===== src/rtl/seg7_capture.sv =====
// Debounced seven-segment pattern capture: samples a segment bus, waits for a stable pattern and reports its hex digit once.
// Optional saturating illegal-report counter enabled with macro SEG7_ERR_CNT_EN.
module seg7_capture #(
  parameter int unsigned STABLE_CYCLES = 4
) (
  input  logic       clk,
  input  logic       rst,
  input  logic [6:0] segment,
  input  logic       enable,
  input  logic       ready,
  output logic [3:0] digit,
  output logic       valid,
  output logic       illegal
`ifdef SEG7_ERR_CNT_EN
  ,
  output logic [7:0] err_count
`endif
);

  localparam int unsigned SEG_W = 7;
  localparam int unsigned CNT_W = 4;
  localparam int unsigned ERR_W = 8;

  typedef enum logic [1:0] {
    ST_IDLE,
    ST_SETTLE,
    ST_PRESENT,
    ST_LOCKED
  } state_t;

  state_t             r_state;
  state_t             w_state_nxt;
  logic [SEG_W-1:0]   r_s;
  logic [SEG_W-1:0]   r_cap;
  logic [SEG_W-1:0]   w_cap_nxt;
  logic [CNT_W-1:0]   r_cnt;
  logic [CNT_W-1:0]   w_cnt_nxt;
  logic               w_load;
  logic [3:0]         r_digit;
  logic               r_illegal;
  logic               r_valid;
  logic [4:0]         w_dec;

  // {illegal, digit} for a captured pattern; anything outside the table is illegal with digit 0
  function automatic logic [4:0] decode(input logic [SEG_W-1:0] p);
    case (p)
      7'h7E:   decode = {1'b0, 4'h0};
      7'h30:   decode = {1'b0, 4'h1};
      7'h6D:   decode = {1'b0, 4'h2};
      7'h79:   decode = {1'b0, 4'h3};
      7'h33:   decode = {1'b0, 4'h4};
      7'h5B:   decode = {1'b0, 4'h5};
      7'h5F:   decode = {1'b0, 4'h6};
      7'h70:   decode = {1'b0, 4'h7};
      7'h7F:   decode = {1'b0, 4'h8};
      7'h7B:   decode = {1'b0, 4'h9};
      7'h77:   decode = {1'b0, 4'hA};
      7'h1F:   decode = {1'b0, 4'hB};
      7'h4E:   decode = {1'b0, 4'hC};
      7'h3D:   decode = {1'b0, 4'hD};
      7'h4F:   decode = {1'b0, 4'hE};
      7'h47:   decode = {1'b0, 4'hF};
      default: decode = {1'b1, 4'h0};
    endcase
  endfunction

  assign w_dec = decode(r_cap);

  // State register and datapath
  always_ff @(posedge clk or posedge rst) begin
    if (rst) begin
      r_state   <= ST_IDLE;
      r_s       <= '0;
      r_cap     <= '0;
      r_cnt     <= '0;
      r_digit   <= '0;
      r_illegal <= 1'b0;
      r_valid   <= 1'b0;
    end else begin
      r_state <= w_state_nxt;
      r_s     <= segment;
      r_cap   <= w_cap_nxt;
      r_cnt   <= w_cnt_nxt;
      r_valid <= (w_state_nxt == ST_PRESENT);
      if (w_load) begin
        r_digit   <= w_dec[3:0];
        r_illegal <= w_dec[4];
      end
    end
  end

  // Next-state logic; enable low overrides every state
  always_comb begin
    w_state_nxt = r_state;
    w_cap_nxt   = r_cap;
    w_cnt_nxt   = r_cnt;
    w_load      = 1'b0;
    if (!enable) begin
      w_state_nxt = ST_IDLE;
    end else begin
      case (r_state)
        ST_IDLE: begin
          if (r_s != '0) begin
            w_cap_nxt   = r_s;
            w_cnt_nxt   = CNT_W'(1);
            w_state_nxt = ST_SETTLE;
          end
        end
        ST_SETTLE: begin
          if (r_s == '0) begin
            w_state_nxt = ST_IDLE;
          end else if (r_s != r_cap) begin
            w_cap_nxt = r_s;
            w_cnt_nxt = CNT_W'(1);
          end else if (r_cnt < CNT_W'(STABLE_CYCLES)) begin
            w_cnt_nxt = r_cnt + CNT_W'(1);
          end else begin
            w_load      = 1'b1;
            w_state_nxt = ST_PRESENT;
          end
        end
        ST_PRESENT: begin
          if (ready) w_state_nxt = ST_LOCKED;
        end
        ST_LOCKED: begin
          if (r_s == '0) begin
            w_state_nxt = ST_IDLE;
          end else if (r_s != r_cap) begin
            w_cap_nxt   = r_s;
            w_cnt_nxt   = CNT_W'(1);
            w_state_nxt = ST_SETTLE;
          end
        end
        default: w_state_nxt = ST_IDLE;
      endcase
    end
  end

  assign digit   = r_digit;
  assign valid   = r_valid;
  assign illegal = r_illegal;

`ifdef SEG7_ERR_CNT_EN
  logic [ERR_W-1:0] r_err_count;

  // Saturating count of accepted illegal reports
  always_ff @(posedge clk or posedge rst) begin
    if (rst) begin
      r_err_count <= '0;
    end else if (r_valid && ready && r_illegal && (r_err_count != {ERR_W{1'b1}})) begin
      r_err_count <= r_err_count + ERR_W'(1);
    end
  end

  assign err_count = r_err_count;
`endif

endmodule


===== config.mk =====
export PLATFORM = sky130hd
export DESIGN_NAME = seg7_capture
export DESIGN_NICKNAME = d
export VERILOG_FILES = /design/src/rtl/seg7_capture.sv
export SDC_FILE = /design/constraint.sdc
export NUM_CORES = 1
export LEC_CHECK = 0
export CORE_UTILIZATION = 60
export DETAILED_ROUTE_END_ITERATION = 8
export DONT_BUFFER_PORTS = 1
export MAX_ROUTING_LAYER = met4
export PLACE_DENSITY = 0.76
export SKIP_LAST_GASP = 1
export SYNTH_ARGS = -nofsm -noshare
export SYNTH_HDL_FRONTEND = slang
export SYNTH_SLANG_ARGS = --single-unit
export TNS_END_PERCENT = 100

===== constraint.sdc =====
create_clock -name clk -period 2.3 [get_ports clk]
set_input_delay 0.46 -clock clk [delete_from_list [all_inputs] [get_ports clk]]
set_output_delay 0.46 -clock clk [all_outputs]
set_load 0.03 [all_outputs]

## Yosys cells after proc, flatten, opt, wreduce, memory -nomap -nowiden

Index checks and enable logic that the tools add are counted.

- Output and inout bits: 6
- Bits in registers: 26
- Bits of input ports: 11

- Reduce and logical (&&, ||, !) cells: 8
- Multiplexer cells: 26
- $add $sub $neg: 1
- $lt $le $gt $ge: 1
- Equality and inequality tests: 28

Operator list:

| kind | number |
|---|---|
| 7-bit == test (second input constant) | 12 |
| 5-bit one-hot mux with 16 select lines | 1 |
| 4-bit 2-to-1 mux | 6 |
| 7-bit by 6-bit == test with 1-bit output (second input constant) | 3 |
| 7-bit 2-to-1 mux | 3 |
| 2-bit 2-to-1 mux | 8 |
| 7-bit one-hot mux with 2 select lines | 1 |
| 4-bit one-hot mux with 3 select lines | 1 |
| 2-bit inequality test (second input constant) | 5 |
| 2-bit one-hot mux with 4 select lines | 1 |
| 7-bit by 5-bit == test with 1-bit output (second input constant) | 1 |
| 7-bit zero test | 1 |
| 7-bit inequality test | 1 |
| 7-bit AND reduction | 1 |
| 7-bit nonzero test | 1 |
| 2-bit == test (second input constant) | 3 |
| 1-bit 2-to-1 mux | 5 |
| 5-bit AND reduction | 1 |
| 4-bit by 1-bit adder with 4-bit output (second input constant) | 1 |
| 4-bit by 3-bit < comparator with 1-bit output (second input constant) | 1 |
| 3-bit inequality test (second input constant) | 1 |
| 3-bit nonzero test | 1 |
| 2-bit by 1-bit == test with 1-bit output (second input constant) | 1 |
| 2-bit zero test | 1 |
| 3 further kinds | 3 |

## Longest topological paths before layout

- Depth after elaboration: 7
- Mapped depth: 7
- Mapped depth without buffers: 5

## Worst setup path after synthesis

No wires, ideal clock.

- Path kind: reg-to-reg
- From: reg r_cap[1]
- To: reg r_digit[0] (netlist: digit[0])
- Stages on the path, launching flop included: 8
- Period minus slack after synthesis: 1,747 ps
- Path buffers: 2
- Data arrival time: 1,622 ps
- Library setup time: 125 ps
- Required time: 2,175 ps
- Path slack: 553 ps
- Path through: dfrtp_1 > buf_2 > xnor2_1 > nand3_1 > nor2_4 > and3_4 > buf_6 > mux2_4

- Longest elaborated chain between the ends: 5
- Elaborated cells between the ends (all ways): 22
- Classes of those cells: eq/ne (17); mux (5)

Ends and longest elaborated chain:

| item | RTL line | text |
|---|---|---|
| from (decl) | 34 | `logic [SEG_W-1:0] r_cap;` |
| from (signal assigned) | 82 | `r_cap <= w_cap_nxt;` |
| 7-bit inequality test | 112 | `end else if (r_s != r_cap) begin` |
| 1-bit 2-to-1 mux | 112 |  |
| 1-bit 2-to-1 mux | 110 | `if (r_s == '0) begin` |
| 1-bit 2-to-1 mux | 101 | `case (r_state)` |
| 1-bit 2-to-1 mux | 98 | `if (!enable) begin` |
| to (signal assigned) | 86 | `r_digit <= w_dec[3:0];` |
| to (decl) | 39 | `logic [3:0] r_digit;` |

Several ways; a longest one is shown, not always the timed one.
A chain may end at the register's enable or synchronous reset.

## Worst setup path in the final report

- From: reg r_cap[6]
- To: reg r_digit[0] (netlist: digit[0])

The elaborated chain is that of the path after synthesis.

==> flow_summary.yaml <==
status:
  run_status: "finished, final reports clean"
pwr:
  irDropWorstVdd_mv: 0.4886
  power_switching_uw: 245.1
  comb_power_share: 0.123
  power.sequential.fraction: 0.560
  p_per_area_mw_per_mm2: 627.7
  cellInternalPower_uw: 717.7
  total_leakage_power_uw: 0.0006172
  pwr-share-clk: 0.317
  netSwitchingFraction: 0.2546
critical_path:
  cp-start-kind: "flip-flop"
  cell_class_contributing_the_biggest_share_of_worst_path_delay: "simple AND/OR/NAND/NOR gates"
  cp_num_buf_inv: 0
  crit_cells: 5
  worst_path_largest_cell_delay_ns: 0.70
  worstRegToRegCells: 5
  critical_path.cell_chain: "xnor2_1 -> nand4_1 -> nor2_4 -> and3_4 -> mux2_4"
  timing.critical_path.slowest_stage_cell: "sky130_fd_sc_hd__dfrtp_1"
  worstPathMaxFanout: 19
  criticalPathCategory: "reg2reg"
  end_kind: "flip-flop"
  cp_data_arrival_time_ns: 2.21
  timing.critical_path.required_ns: 2.51
cells_and_area:
  layout.cell_area.non_filler_sq_mm: 0.001534
  layout-drive-gt1-share: 0.2000
  insertedDiodeCount: 0
  area_growth_from_synthesis_to_final_layout_pct: 3.898
  final_nets: 153
yosys:
  post_synth_fa_ha_maj_area_fraction: 0.008475
  synth-compound-area-share: 0.1500
  synth-seq-area-share: 0.4407
  ys.warnings.count: 0
  synthMostInstantiatedCell: "sky130_fd_sc_hd__dfrtp_1"
  synth-xor-area-share: 0.04153
  synthSimpleGateAreaFrac: 0.2144
  syn-mean-instance-area_sq_um: 10.32
  synth_cells: 143
  synth_top_area_frac: 0.4407
  synth-edff-count: 0
  muxShareOfSynthArea: 0.09915
  synthFlopType: "sky130_fd_sc_hd__dfrtp_1"
  combinational_family_with_the_most_area_after_synthesis: "simple AND/OR/NAND/NOR gates"
  netlist_area_pre_place_sq_mm: 0.001476
  post_synth_arst_share: 1.000
  synth-seq-cells: 26
  synth_top_cells_by_count: "sky130_fd_sc_hd__dfrtp_1, sky130_fd_sc_hd__nand2_1, sky130_fd_sc_hd__mux2_2, sky130_fd_sc_hd__nand3_1, sky130_fd_sc_hd__xnor2_1"
  synth_top_area_cell: "sky130_fd_sc_hd__dfrtp_1"
  postSynthNetCount: 155
  synthDistinctLibCells: 52
  synth_area_leaders: "sky130_fd_sc_hd__dfrtp_1, sky130_fd_sc_hd__mux2_2, sky130_fd_sc_hd__xnor2_1"
sta:
  post-route-min-period_ns: 1.999
  clock-skew-final_ns: 0.004258
  slew-limit-headroom: 0.6413
  report.final.slew_viol_count: 0
  post-route-period-util: 0.8692
  timing.fmax_ghz: 0.5002
  fin_setup_tns_ns: 0
  final_setup_violating_endpoints: 0
  finalHoldViolCount: 0
  rsz0062_at_grt: "false"
  max_slew.worst_pin.slew_ns: 0.5381
floorplanning:
  die-area_sq_mm: 0.002663
  die-height_um: 51.61
  ioPinCount: 17
  num_rows: 17
  core_area_sq_mm: 0.002276
  initial_core_util: 0.6487
  die_width_um: 51.61
grt:
  grt_start_max_net_pins: 27
  top_usage_layer: "met2"
  globalRouteMet1Util: 0.3084
  use_met2: 0.3615
  first_global_vias: 1012
  overflow: 0
  m3_gr_usage: 0.03216
  global_route.usage.total: 0.2339
  antenna_found_initial: 0
  grt_pass1_wl_um: 4464
placement:
  post-dp-hpwl_um: 1884
  place.gp.congestion: 0.8495
  port_buffers: 0
  placedInstanceArea_sq_mm: 0.001481
min_path:
  min_path_type: "in2async"
cts:
  clkLatencyLatePin_ns: 0.31
  cts_htree_levels: 1
  tritoncts: "yes"
  clock_sinks: 26
  cts_resized: 0
  cts_root_buffer: "sky130_fd_sc_hd__clkbuf_4"
  cts-buffers-inserted: 3
  cts_buffer_depth: 2
  cts.reportedPaths.clkPinSlew_ns: 0.13
  postCtsSetupBuffers: 0
  cts_hold_buffers: 0
run:
  cap_violations: 0
routing:
  total_via_count_after_detailed_routing: 1074
  drt_first_pass_iters: 4
  viasPerCell: 6.393
  drt_first_iter_violations: 28
  wl_um: 2658
  drt_drc_violations_left: 0
  route.antenna.remaining_nets: 0
  routed_wire_length_per_instance_um: 15.82
cell type report:
cell class / instances / area, sq um
clock inverter: 1 / 30.03
sequential: 26 / 650.6
clock buffer: 3 / 22.52
tap: 28 / 35.03
inverter: 6 / 22.52
multi-input combinational: 102 / 758.2
fill: 170 / 742.0
timing repair buffer: 2 / 15.01
registers in the layout (all words and copies together) (netlist names):
register,flops
valid,1
r_cap,7
r_cnt,4
illegal,1
digit,4
r_state,2
r_s,7
layout by cell type (no fill, tap or decap), types with 4 or more instances in the layout:
cell	count
sky130_fd_sc_hd__inv_1	6
sky130_fd_sc_hd__a21oi_1	4
sky130_fd_sc_hd__nor2_1	6
sky130_fd_sc_hd__nand3_1	7
sky130_fd_sc_hd__xnor2_1	7
sky130_fd_sc_hd__mux2_2	9
sky130_fd_sc_hd__nor3_1	4
sky130_fd_sc_hd__dfrtp_1	26
sky130_fd_sc_hd__nand2_1	11
sky130_fd_sc_hd__a31oi_1	4
sky130_fd_sc_hd__o21ai_0	5
worst register-to-register path, delay by kind of cell, from the launching register on:
family        cells  cell delay (ns)
flops             1             0.70
mux               1             0.31
simple gates      3             0.71
xor+xnor          1             0.18
power by group through the flow:
stage	clock network [uW]	logic (uW)	registers [uW]
floorplan	0	136	504
global placement	0	114	544
detailed placement	0	118	546
CTS	320	119	538
global route	334	132	546
finish	305	118	540
routing by layer:
metal	up-vias	share of wire
li1	521	-
met1	520	0.47
met4	0	0.018
met5	-	0
met3	6	0.029
met2	27	0.48
per-stage QoR:
step | cells | worst slack [ns] | power [uW] | hold slack, ns | utilization
6_report | 168 | 0.3009 | 962.8 | 0.05470 | 0.6740
5_1_grt | 168 | 0.1831 | 1012 | 0.06311 | 0.6740
4_1_cts | 168 | 0.3165 | 976.7 | 0.05461 | 0.6740
3_5_place_dp | 164 | 0.3578 | 664.7 | 0.4219 | 0.6509
3_3_place_gp | 164 | 0.4394 | 657.7 | 0.4136 | 0.6509
2_1_floorplan | 143 | 0.5527 | 640.7 | 0.4863 | -
worst paths after layout:
kind                            end  slack (ns)        from
setup / recovery           digit[0]        0.30    r_cap[6]
hold / removal             r_cap[3]        0.05         rst
setup reg to reg           digit[0]        0.30    r_cap[6]
hold reg to reg            r_cnt[1]        0.54    r_cnt[1]
max in group asynchronous    r_s[4]        1.99         rst
min in group clk             r_s[0]        0.16  segment[0]
cells by family after synthesis:
| family | Yosys count |
|---|---|
| AND/OR/NAND/NOR | 52 |
| AO/OA/AOI/OAI | 30 |
| flip-flops | 26 |
| buffers and inverters | 15 |
| multiplexers | 12 |
| XOR/XNOR | 7 |
| adder cells (fa/ha/maj) | 1 |
Power figures use the tool's default switching activity.
